--- src/rtl/lsu_pkg.sv ---
// Shared types and constants for the memory-stage load/store unit.
// FSM states, funct3 access encodings and byte write-mask patterns.
package lsu_pkg;

  typedef enum logic [1:0] {
    IDLE = 2'd0,
    REQ  = 2'd1,
    WAIT = 2'd2
  } lsu_state_e;

  localparam logic [2:0] F3_LB  = 3'b000;
  localparam logic [2:0] F3_LH  = 3'b001;
  localparam logic [2:0] F3_LW  = 3'b010;
  localparam logic [2:0] F3_LBU = 3'b100;
  localparam logic [2:0] F3_LHU = 3'b101;

  localparam logic [3:0] MASK_RD = 4'b0000;
  localparam logic [3:0] MASK_B  = 4'b0001;
  localparam logic [3:0] MASK_H  = 4'b0011;
  localparam logic [3:0] MASK_W  = 4'b1111;

  // Size is carried by funct3[1:0]; bit 2 only selects zero extension.
  function automatic logic f3_is_half(input logic [1:0] f3_lo);
    return f3_lo == 2'b01;
  endfunction

  function automatic logic f3_is_word(input logic [1:0] f3_lo);
    return f3_lo[1];
  endfunction

endpackage

--- src/rtl/lsu_load_align.sv ---
// Combinational load extraction: picks the addressed byte/half from a read
// word and sign- or zero-extends it according to funct3.
module lsu_load_align
  import lsu_pkg::*;
(
  input  logic [2:0]  funct3,
  input  logic [1:0]  offset,
  input  logic [31:0] raw_word,
  output logic [31:0] result
);

  logic [7:0]  lanes [4];
  logic [7:0]  lane_byte;
  logic [15:0] lane_half;

  for (genvar gi = 0; gi < 4; gi++) begin : g_lane
    assign lanes[gi] = raw_word[8*gi +: 8];
  end

  assign lane_byte = lanes[offset];
  assign lane_half = offset[1] ? raw_word[31:16] : raw_word[15:0];

  always_comb begin
    result = raw_word;
    if (f3_is_word(funct3[1:0])) begin
      result = raw_word;
    end else if (f3_is_half(funct3[1:0])) begin
      result = funct3[2] ? {16'h0000, lane_half} : {{16{lane_half[15]}}, lane_half};
    end else begin
      result = funct3[2] ? {24'h000000, lane_byte} : {{24{lane_byte[7]}}, lane_byte};
    end
  end

endmodule

--- src/rtl/load_store_unit.sv ---
// Memory-stage load/store engine driving the data-cache request/response port.
// Optional LSU_MISALIGN_TRAP_EN: misaligned accesses are trapped instead of aligned down.
module load_store_unit
  import lsu_pkg::*;
#(
  parameter int ADDR_W = 32
) (
  input  logic              clk,
  input  logic              rst_n,
  input  logic              in_valid,
  input  logic              mem_we,
  input  logic              mem_rr,
  input  logic [2:0]        funct3,
  input  logic [ADDR_W-1:0] addr,
  input  logic [31:0]       store_data,
  input  logic [4:0]        rd,
  output logic              stall,
  output logic              mem_req_valid,
  input  logic              mem_req_ready,
  output logic [ADDR_W-3:0] mem_req_addr,
  output logic [31:0]       mem_req_data,
  output logic [3:0]        mem_req_write,
  input  logic              mem_resp_valid,
  input  logic [31:0]       mem_resp_data,
  output logic              wb_valid,
  output logic [4:0]        wb_rd,
  output logic [31:0]       wb_data,
  output logic              misalign
);

  lsu_state_e state_q, state_d;

  logic              start;
  logic              issue;
  logic [1:0]        off;
  logic [3:0]        mask_new;
  logic [31:0]       data_new;
  logic [31:0]       load_result;

  logic              req_valid_q;
  logic [ADDR_W-3:0] req_addr_q;
  logic [31:0]       req_data_q;
  logic [3:0]        req_write_q;
  logic [2:0]        f3_q;
  logic [1:0]        off_q;
  logic [4:0]        rd_q;
  logic              wb_valid_q;
  logic [4:0]        wb_rd_q;
  logic [31:0]       wb_data_q;

  assign start = in_valid & (mem_we | mem_rr) & (state_q == IDLE);

`ifdef LSU_MISALIGN_TRAP_EN
  logic misaligned;
  logic misalign_q;

  assign misaligned = (f3_is_half(funct3[1:0]) & addr[0]) |
                      (f3_is_word(funct3[1:0]) & (addr[1:0] != 2'b00));
  assign off   = addr[1:0];
  assign issue = start & ~misaligned;

  always_ff @(posedge clk or negedge rst_n) begin
    if (!rst_n) begin
      misalign_q <= 1'b0;
    end else begin
      misalign_q <= start & misaligned;
    end
  end

  assign misalign = misalign_q;
`else
  // Misaligned halves/words are silently aligned down to their natural boundary.
  assign off = f3_is_word(funct3[1:0]) ? 2'b00 :
               f3_is_half(funct3[1:0]) ? {addr[1], 1'b0} : addr[1:0];
  assign issue    = start;
  assign misalign = 1'b0;
`endif

  // Both mem_we and mem_rr high is treated as a store, so mem_we alone decides.
  always_comb begin
    mask_new = MASK_RD;
    data_new = 32'h0;
    if (mem_we) begin
      if (f3_is_word(funct3[1:0])) begin
        mask_new = MASK_W;
        data_new = store_data;
      end else if (f3_is_half(funct3[1:0])) begin
        mask_new = MASK_H << off;
        data_new = {2{store_data[15:0]}};
      end else begin
        mask_new = MASK_B << off;
        data_new = {4{store_data[7:0]}};
      end
    end
  end

  always_ff @(posedge clk or negedge rst_n) begin
    if (!rst_n) begin
      state_q <= IDLE;
    end else begin
      state_q <= state_d;
    end
  end

  always_comb begin
    state_d = state_q;
    case (state_q)
      IDLE: if (issue) state_d = REQ;
      // A non-zero captured mask marks a posted store: no response follows.
      REQ:  if (mem_req_ready) state_d = (req_write_q != MASK_RD) ? IDLE : WAIT;
      WAIT: if (mem_resp_valid) state_d = IDLE;
      default: state_d = IDLE;
    endcase
  end

  always_ff @(posedge clk or negedge rst_n) begin
    if (!rst_n) begin
      req_valid_q <= 1'b0;
      req_addr_q  <= '0;
      req_data_q  <= 32'h0;
      req_write_q <= MASK_RD;
      f3_q        <= 3'b000;
      off_q       <= 2'b00;
      rd_q        <= 5'd0;
    end else if (issue) begin
      req_valid_q <= 1'b1;
      req_addr_q  <= addr[ADDR_W-1:2];
      req_data_q  <= data_new;
      req_write_q <= mask_new;
      f3_q        <= funct3;
      off_q       <= off;
      rd_q        <= rd;
    end else if ((state_q == REQ) && mem_req_ready) begin
      req_valid_q <= 1'b0;
    end
  end

  lsu_load_align u_load_align (
    .funct3   (f3_q),
    .offset   (off_q),
    .raw_word (mem_resp_data),
    .result   (load_result)
  );

  always_ff @(posedge clk or negedge rst_n) begin
    if (!rst_n) begin
      wb_valid_q <= 1'b0;
      wb_rd_q    <= 5'd0;
      wb_data_q  <= 32'h0;
    end else begin
      wb_valid_q <= (state_q == WAIT) & mem_resp_valid;
      if ((state_q == WAIT) && mem_resp_valid) begin
        wb_rd_q   <= rd_q;
        wb_data_q <= load_result;
      end
    end
  end

  assign stall         = start | (state_q != IDLE);
  assign mem_req_valid = req_valid_q;
  assign mem_req_addr  = req_addr_q;
  assign mem_req_data  = req_data_q;
  assign mem_req_write = req_write_q;
  assign wb_valid      = wb_valid_q;
  assign wb_rd         = wb_rd_q;
  assign wb_data       = wb_data_q;

endmodule

--- config.mk ---
export PLATFORM = sky130hd
export DESIGN_NAME = load_store_unit
export DESIGN_NICKNAME = d
export VERILOG_FILES = /design/src/rtl/lsu_pkg.sv /design/src/rtl/lsu_load_align.sv /design/src/rtl/load_store_unit.sv
export SDC_FILE = /design/constraint.sdc
export NUM_CORES = 1
export LEC_CHECK = 0
export BUFFER_PORTS_ARGS = -buffer_cell sky130_fd_sc_hd__buf_2
export CAP_MARGIN = 10
export CORE_UTILIZATION = 49
export CTS_CLUSTER_DIAMETER = 50
export DETAILED_ROUTE_END_ITERATION = 10
export MAX_ROUTING_LAYER = met4
export PLACE_DENSITY = 0.87
export SYNTH_ARGS = -nofsm -noshare
export SYNTH_HDL_FRONTEND = slang
export SYNTH_SLANG_ARGS = --single-unit
export TNS_END_PERCENT = 100
--- constraint.sdc ---
create_clock -name clk -period 1.9 [get_ports clk]
set_input_delay 0.19 -clock clk [delete_from_list [all_inputs] [get_ports clk]]
set_output_delay 0.19 -clock clk [all_outputs]
set_load 0.005 [all_outputs]
==> results of run 1 <==
flip-flops by register name, indices dropped and copies added (netlist names), 3 cells and up:
name / count
f3_q: 3
mem_req_addr: 30
mem_req_data: 32
mem_req_write: 4
rd_q: 5
wb_data: 32
wb_rd: 5
routing by layer:
layer	GRT usage [%]	wire, um	vias up
li1	-	-	2563
met1	37.63	6787	2624
met2	56.54	8715	325
met3	7.477	1373	45
met4	12.52	455	0
met5	-	0	-
worst max-delay path, cell delays in order, from the launching register on:
cell      delay, ps
dfrtp_1         440
nand3b_1        140
buf_4           320
inv_2           190
buf_12          210
nand3b_1         90
o21ai_0          80
a21oi_1         130
area by class of cell:
| type | count | area [um2] | area share (%) |
|---|---|---|---|
| well taps | 136 | 170.2 | 2.118 |
| multi-input cells | 429 | 2260 | 28.13 |
| flip-flops and latches | 117 | 2928 | 36.44 |
| clock buffers | 20 | 445.4 | 5.544 |
| repair buffers | 316 | 2085 | 25.95 |
| clock inverters | 10 | 131.4 | 1.635 |
| inverters | 4 | 15.01 | 0.1869 |
how the worst min path moves through the flow:
| stage | slack, ps | startpoint | end | cells past startpoint |
|---|---|---|---|---|
| after floorplan | -110 | rst_n | f3_q[0]$_DFFE_PN0P_ | 0 |
| after global placement | 120 | rst_n | wb_data[15]$_DFFE_PN0P_ | 1 |
| after detailed placement | 120 | rst_n | wb_data[15]$_DFFE_PN0P_ | 1 |
| after CTS | 5 | store_data[5] | mem_req_data[5]$_DFFE_PN0P_ | 3 |
| after global routing | 0.6 | store_data[13] | mem_req_data[13]$_DFFE_PN0P_ | 3 |
| final | 20 | store_data[13] | mem_req_data[13]$_DFFE_PN0P_ | 3 |
per-stage QoR:
| stage | hold WS [ps] | setup WS, ps |
|---|---|---|
| finish | 16.65 | 217.2 |
| global route | 0.5869 | 16.54 |
| CTS | 5.131 | 221.0 |
| detailed placement | 116.6 | 244.7 |
| global placement | 120.4 | 315.4 |
| floorplan | -105.6 | 280.0 |
placed cells by master (no fill, tap or decap), drive strengths merged, types with 3 or more instances in the layout:
cell type / instances
a21o: 7
a21oi: 17
buf: 241
bufinv: 3
clkbuf: 20
clkinv: 6
dfrtp: 117
dlygate4sd3: 75
inv: 4
mux2: 25
mux2i: 3
nand2: 213
nand2b: 4
nand3: 50
nand3b: 10
nor2: 9
nor2b: 18
nor3: 14
o21ai: 28
o22a: 6
o31ai: 15
power breakdown:
part	switching [mW]	leakage (nW)	internal, mW
logic	2.15	2.50	1.86
registers	0.713	1.48	3.63
clock network	1.05	0.286	2.04
timing repair:
| item | 4_1_cts | 5_1_grt |
|---|---|---|
| hold endpoints to repair | 191 | 0 |
| resized for setup | 0 | 0 |
| hold buffers | 75 | 0 |
cells by family after synthesis:
kind of cell	Yosys count	synth area share, %
compound gates	79	9.142
mux	28	5.792
simple gates	321	26.77
buf+inv	48	3.791
other cells	1	0.06972
flops	117	54.43
==> impl_metrics.tcl, run 1 <==
set metrics [dict create \
    critical_path.reg2reg.endpoint "wb_data[11]$_DFFE_PN0P_" \
    insertedDiodeCount 0 \
    synth.distinct_cells 34 \
    hold_path.class "primary input to flop" \
    p_leak_nw 4.259 \
    synthesis.nets 705 \
    grt_antenna_before_repair 0 \
    n_fill_cell 704 \
    clk_root_buffer_cell "clkbuf_8" \
    gp_congestion 0.8907 \
    design_area_um2 8034 \
    util_after_layout_pct 76.79 \
    stdcell_count 1032 \
    yosysWarnings 0 \
    area_growth_syn_to_layout_pct 49.36 \
    globalRouteOverflowTotal 0 \
    syn-instance-count 594 \
    top_level_ports 218 \
    path_clk_slew_ps 60 \
    logic_depth_of_the_worst_register_to_register_path 7 \
    ys_seq_area_share_pct 54.43 \
    synth.area.top_cells "dfrtp_1 54%, nand2_1 15%, mux2_2 5.2%, nand3_1 3.7%, o21ai_0 2.6%" \
    numClockSinks 117 \
    worst_setup_path_endpoint "wb_data[11]$_DFFE_PN0P_" \
    grt_pass1_wl_mm 28.16 \
    synth-async-reset-ratio_pct 100.0 \
    synth_commonest_cells "213 x nand2_1, 117 x dfrtp_1, 40 x nand3_1" \
    postRouteAntennaNets 0 \
    placed_cells 927 \
    clock_tree.buffer_depth 2 \
    die-width_um 106.8 \
    final_sum_of_negative_setup_slack_ps 0 \
    global_route.usage.total_pct 32.95 \
    cp-end-kind "flop" \
    finalNetCount 996 \
    max-slew-margin-rel_pct 62.39 \
    timing.max_cap.violations 0 \
    tritoncts "built" \
    status "completed" \
    netlist.area_leader.share_pct 54.43 \
    power_per_cell_area_nw_per_um2 1426 \
    post-cts-setup-buffers 0 \
    postSynthAreaPerCell_um2 9.055 \
    ys.flop_type "dfrtp_1" \
    start_util_pct 51.41 \
    rsz0062_at_grt "no" \
    via_count_of_the_first_global_routing_pass 5805 \
    netlist_area_um2 5379 \
    placement.io_buffers 216 \
    cts-htree-levels 4 \
    critical_path_required_ps 2310 \
    cp_data_arrival_time_ps 2090 \
    yosys.area.top_type "dfrtp_1" \
    routed_wire_per_std_cell_um 16.79 \
    max_freq_ghz 0.5942 \
    fin_crit_ps 1683 \
    first_iter_violations 447 \
    synth_edf_count 0 \
    core_region_area_um2 10460 \
    grt_max_degree 41 \
    placementRows 37 \
    fp.dieH_um 106.8 \
    insertion_delay_of_the_later_clocked_pin_in_the_worst_skew_pair_ps 490 \
    placed_cell_area_um2 6706 \
    dp_hpwl_mm 10.78 \
    die-area_um2 11400 \
    drc 0 \
    critical_path.startpoint_type "flop" \
    hold_vio_cnt_final 0 \
    critical_path_class "flop to flop" \
    timing_worst_slew_pin_value_ps 564.1 \
    numCtsBuffers 17 \
    finalClockSkew_ps 10.22 \
    final_min_period_over_clock_period_pct 88.57 \
    yosys_register_bits 117 \
    finalSetupViolCount 0 \
    leading_cell_type_by_number_of_instances_after_synthesis "nand2_1" \
    reg2reg_slack_ps 220 \
    vias 5557 \
    overall_power_of_the_completed_layout_mw 11.45 \
    worst_ir_drop_vdd_v 0.0006953 \
    worst-path-max-fanout 34 \
    post_route_wl_mm 17.33 \
    timing.final.max_slew_violations 0 \
    drt_pre_antenna_iters 5 \
    critical_path.startpoint "state_q[1]$_DFFE_PN0P_" \
    vias_per_cell 5.385 \
    layout-drive-gt1-share_pct 34.38 \
    reg2reg_from "state_q[1]$_DFFE_PN0P_" \
]
No activity file was read; power rests on OpenSTA's default activity.
==> run 2: changes to the inputs <==
--- a/config.mk
+++ b/config.mk
@@ -7,6 +7,7 @@
 export LEC_CHECK = 0
 export BUFFER_PORTS_ARGS = -buffer_cell sky130_fd_sc_hd__buf_2
 export CAP_MARGIN = 10
+export CORE_ASPECT_RATIO = 1.25
 export CORE_UTILIZATION = 49
 export CTS_CLUSTER_DIAMETER = 50
 export DETAILED_ROUTE_END_ITERATION = 10
==> run 2 against run 1 <==
Global-route usage is 2.5 points lower. Via count is 6.1% lower. Non-clock buffer count down 46. Register-to-register slack better by 20 ps. Count of clock-buffer cells in the layout shrank 3. Utilization down 5.4 points. Flip-flop and latch count unchanged. Die area about the same.
==> impl_metrics.tcl, run 2 (same netlist as run 1, synthesis figures left out) <==
set metrics [dict create \
    status "completed" \
    critical_path_required_ps 2240 \
    postRouteAntennaNets 0 \
    critical_path_class "flop to flop" \
    worst_ir_drop_vdd_v 0.0008581 \
    n_fill_cell 838 \
    worst-path-max-fanout 13 \
    cp-end-kind "flop" \
    holdPathEnd "rd_q[4]$_DFFE_PN0P_" \
    insertion_delay_of_the_later_clocked_pin_in_the_worst_skew_pair_ps 410 \
    cpMaxStageDelayCell "dfrtp_1" \
    core_region_area_um2 10620 \
    grt_pass1_wl_mm 25.63 \
    max_freq_ghz 0.6012 \
    rsz0062_at_grt "no" \
    fp.dieH_um 119.1 \
    finalClockSkew_ps 7.515 \
    final.hold.worst_slack_ps 9.866 \
    final_sum_of_negative_setup_slack_ps 0 \
    globalRoute.busiestLayer "met2" \
    drt_pre_antenna_iters 4 \
    global_route.usage.total_pct 30.42 \
    holdCritStartpoint "rd[4]" \
    cp_data_arrival_time_ps 2000 \
    clk_root_buffer_cell "clkbuf_16" \
    critical_path.reg2reg.endpoint "wb_data[5]$_DFFE_PN0P_" \
    area_growth_syn_to_layout_pct 40.96 \
    placed_cells 915 \
    start_util_pct 50.67 \
    cts-htree-levels 4 \
    min_delay_path_depth 3 \
    power_per_cell_area_nw_per_um2 1458 \
    overall_power_of_the_completed_layout_mw 11.06 \
    hold_vio_cnt_final 0 \
    hold_path.class "primary input to flop" \
    timing.max_cap.violations 0 \
    drc 0 \
    critical_path.startpoint_type "flop" \
    layout.cells.most_common_list "215 x buf_2, 213 x nand2_1, 117 x dfrtp_1, 40 x nand3_1, 37 x dlygate4sd3_1" \
    layout_setup_ws_ps 236.8 \
    final_min_period_over_clock_period_pct 87.54 \
    p_leak_nw 4.032 \
    numClockSinks 117 \
    timing_worst_slew_pin_value_ps 580.8 \
    post-cts-setup-buffers 0 \
    dp_hpwl_mm 10.56 \
    die-area_um2 11400 \
    layout_commonest_cell "buf_2" \
    register_area_um2 2928 \
    util_after_layout_pct 71.43 \
    design_area_um2 7582 \
    path_clk_slew_ps 50 \
    routed_wire_per_std_cell_um 16.04 \
    place_ws_ps 221.3 \
    gr_met3_demand_resource_pct 5.939 \
    vias_per_cell 5.301 \
    via_count_of_the_first_global_routing_pass 5420 \
    reg2reg_slack_ps 240 \
    logic_depth_of_the_worst_register_to_register_path 4 \
    numCtsBuffers 17 \
    grt_max_degree 59 \
    placementRows 42 \
    placement.io_buffers 216 \
    fin_crit_ps 1663 \
    reg2reg_from "off_q[0]$_DFFE_PN0P_" \
    met2_usage_pct 49.55 \
    top_level_ports 218 \
    die-width_um 95.71 \
    multi_input_comb_area_um2 2260 \
    path_cells "nand2b_1 -> a21o_1 -> nor3_1 -> o22a_1" \
    timing.critical_path.slowest_cell_delay_ps 590 \
    gr_layer_usage_met1_pct 34.89 \
    tritoncts "built" \
    first_iter_violations 257 \
    insertedDiodeCount 0 \
    finalSetupViolCount 0 \
    grt_antenna_before_repair 0 \
    finalNetCount 950 \
    post_route_wl_mm 15.78 \
    globalRouteOverflowTotal 0 \
    gp_congestion 0.9233 \
    timing.final.max_slew_violations 0 \
    clock_tree.buffer_depth 2 \
    post_cts.resized_instances 0 \
    stdcell_count 984 \
    layout-drive-gt1-share_pct 35.56 \
    vias 5216 \
    placed_cell_area_um2 6654 \
    max-slew-margin-rel_pct 60.87 \
]
run 2: routing by layer:
metal | up-vias | part of all wire, %
met2 | 273 | 50
li1 | 2469 | -
met5 | - | 0
met3 | 57 | 7.5
met4 | 0 | 4.4
met1 | 2417 | 39
run 2: timing repair:
item,4_1_cts,5_1_grt
hold endpoints to repair,68,0
hold buffers,37,0
setup endpoints to repair,0,0
run 2: layout make-up:
| type | instances | share of cell area [%] |
|---|---|---|
| clock buffers | 17 | 5.611 |
| clock inverters | 15 | 1.749 |
| inverters | 4 | 0.1980 |
| multi-input cells | 429 | 29.80 |
| flip-flops and latches | 117 | 38.61 |
| well taps | 132 | 2.178 |
| repair buffers | 270 | 21.85 |
run 2: power breakdown:
part | total, mW | internal [mW] | switching, mW
combinational | 3.78 | 1.76 | 2.02
sequential | 4.30 | 3.62 | 0.680
clock | 2.97 | 1.80 | 1.17
total | 11.1 | 7.18 | 3.87
run 2: worst max-delay path by stage:
stage / start / to / depth (start not counted)
5_1_grt: state_q[0]$_DFFE_PN0P_ / wb_data[19]$_DFFE_PN0P_ / 5
4_1_cts: off_q[1]$_DFFE_PN0P_ / wb_data[17]$_DFFE_PN0P_ / 5
6_report: off_q[0]$_DFFE_PN0P_ / wb_data[5]$_DFFE_PN0P_ / 4
3_5_place_dp: mem_we / mem_req_data[26]$_DFFE_PN0P_ / 6
3_3_place_gp: mem_we / mem_req_data[30]$_DFFE_PN0P_ / 5
2_1_floorplan: state_q[0]$_DFFE_PN0P_ / wb_data[21]$_DFFE_PN0P_ / 6
run 2: worst max-delay path, delay by kind of cell (launching register included):
kind	cells	cell delay, ps
AO/OA/AOI/OAI	2	530
flip-flops	1	590
AND/OR/NAND/NOR	2	480
==> run 3: changes to the inputs <==
--- a/config.mk
+++ b/config.mk
@@ -8,11 +8,11 @@
 export BUFFER_PORTS_ARGS = -buffer_cell sky130_fd_sc_hd__buf_2
 export CAP_MARGIN = 10
 export CORE_ASPECT_RATIO = 1.25
-export CORE_UTILIZATION = 49
+export CORE_UTILIZATION = 52
 export CTS_CLUSTER_DIAMETER = 50
 export DETAILED_ROUTE_END_ITERATION = 10
 export MAX_ROUTING_LAYER = met4
-export PLACE_DENSITY = 0.87
+export PLACE_DENSITY = 0.91
 export SYNTH_ARGS = -nofsm -noshare
 export SYNTH_HDL_FRONTEND = slang
 export SYNTH_SLANG_ARGS = --single-unit
==> constraint.sdc (replaced) <==
create_clock -name clk -period 2 [get_ports clk]
set_input_delay 0.2 -clock clk [delete_from_list [all_inputs] [get_ports clk]]
set_output_delay 0.2 -clock clk [all_outputs]
set_load 0.005 [all_outputs]
==> run 3 against run 2 <==
Register-to-register slack is essentially flat. Via count grew 4.0%. First-iteration DRC count grew 39%. Flip-flop and latch count is the same. Utilization grew 3.9 points. Critical path type unchanged. Largest cell class unchanged.
==> impl_metrics.tcl, run 3 (same netlist as run 1, synthesis figures left out) <==
set metrics [dict create \
    die-width_um 92.97 \
    max-slew-margin-rel_pct 56.27 \
    timing.final.max_slew_violations 0 \
    fp.dieH_um 115.7 \
    drc 0 \
    placed_cell_area_um2 6608 \
    timing_worst_slew_pin_value_ps 656.0 \
    worst-path-max-fanout 16 \
    place_ws_ps 255.5 \
    critical_path.startpoint_type "flop" \
    fin_crit_ps 1777 \
    die-area_um2 10760 \
    numCtsBuffers 17 \
    placementRows 41 \
    grt_pass1_wl_mm 26.53 \
    globalRouteOverflowTotal 0 \
    timing.max_cap.violations 0 \
    register_area_um2 2928 \
    final_sum_of_negative_setup_slack_ps 0 \
    multi_input_comb_area_um2 2255 \
    status "completed" \
    final_min_period_over_clock_period_pct 88.85 \
    placement.io_buffers 216 \
    clk_root_buffer_cell "clkbuf_16" \
    cp-end-kind "flop" \
    cp_data_arrival_time_ps 2120 \
    rsz0062_at_grt "no" \
    hold_path.class "primary input to flop" \
    util_after_layout_pct 75.34 \
    overall_power_of_the_completed_layout_mw 10.82 \
    vias_per_cell 5.537 \
    n_fill_cell 713 \
    routed_wire_per_std_cell_um 17.32 \
    post_route_wl_mm 16.98 \
    p_leak_nw 4.049 \
    numClockSinks 117 \
    drt_pre_antenna_iters 5 \
    core_region_area_um2 10050 \
    worst_ir_drop_vdd_v 0.0007043 \
    cts-htree-levels 4 \
    path_clk_slew_ps 50 \
    finalNetCount 949 \
    top_level_ports 218 \
    grt_max_degree 62 \
    tritoncts "built" \
    grt_antenna_before_repair 0 \
    layout.cells.most_common_list "215 x buf_2, 213 x nand2_1, 117 x dfrtp_1, 40 x nand3_1, 36 x dlygate4sd3_1" \
    start_util_pct 53.50 \
    layout_setup_ws_ps 222.9 \
    insertion_delay_of_the_later_clocked_pin_in_the_worst_skew_pair_ps 410 \
    finalSetupViolCount 0 \
    first_iter_violations 356 \
    max_freq_ghz 0.5627 \
    power_per_cell_area_nw_per_um2 1428 \
    layout_commonest_cell "buf_2" \
    area_growth_syn_to_layout_pct 40.82 \
    via_count_of_the_first_global_routing_pass 5442 \
    hold_vio_cnt_final 0 \
    layout-drive-gt1-share_pct 35.49 \
    dp_hpwl_mm 10.85 \
    gp_congestion 0.9085 \
    design_area_um2 7575 \
    postRouteAntennaNets 0 \
    vias 5426 \
    post-cts-setup-buffers 0 \
    global_route.usage.total_pct 33.83 \
    finalClockSkew_ps 6.100 \
    critical_path_required_ps 2340 \
    insertedDiodeCount 0 \
    clock_tree.buffer_depth 2 \
    critical_path_class "flop to flop" \
]
==> run 3: layer usage <==
layer | vias up | wire, um | GRT usage (%)
li1 | 2466 | - | -
met5 | - | 0 | -
met1 | 2540 | 6165 | 36.94
met2 | 333 | 8470 | 55.93
met3 | 87 | 1422 | 8.924
met4 | 0 | 917 | 19.18
==> run 3: per-stage QoR <==
stage               hold slack [ps]  instances
global route                  20.44        980
floorplan                    -95.59        594
global placement              196.1        912
finish                        23.57        980
detailed placement            195.6        912
CTS                           6.455        980
==> run 3: power by group <==
group | total, mW | internal (mW) | switching, mW
Combinational | 3.57 | 1.64 | 1.94
Sequential | 4.17 | 3.44 | 0.730
Clock | 3.07 | 2.02 | 1.05
Total | 10.8 | 7.10 | 3.71
==> run 3: repair_timing <==
action / CTS / global route
gates resized for setup: 0 / 0
hold buffers: 36 / 0
endpoints found under the hold margin: 71 / 0
==> run 3: worst max-delay path: stages (launching register included) <==
cell and delay, ps:
dfrtp_1 520, nand2b_1 300, a21oi_1 100, or4b_1 460, buf_4 230, nand3_1 100
==> run 3: final timing paths <==
| kind | startpoint | to | slack, ps | depth (start not counted) |
|---|---|---|---|---|
| worst min register to register | mem_req_data[4]$_DFFE_PN0P_ | mem_req_data[4]$_DFFE_PN0P_ | 460 | 2 |
| worst max register to register | f3_q[0]$_DFFE_PN0P_ | wb_data[16]$_DFFE_PN0P_ | 220 | 5 |
| worst min-delay path | addr[27] | mem_req_addr[25]$_DFFE_PN0P_ | 20 | 3 |
| min in group asynchronous | rst_n | mem_req_data[9]$_DFFE_PN0P_ | 340 | 2 |
| worst max-delay path | f3_q[0]$_DFFE_PN0P_ | wb_data[16]$_DFFE_PN0P_ | 220 | 5 |
| max in group asynchronous | rst_n | wb_data[2]$_DFFE_PN0P_ | 960 | 3 |
==> run 3: area by class of cell <==
cell class	count	share of cell area (%)
clock buffers	24	6.756
clock inverters	8	1.255
inverters	4	0.1982
multi-input cells	429	29.77
flip-flops and latches	117	38.65
well taps	129	2.131
repair buffers	269	21.24
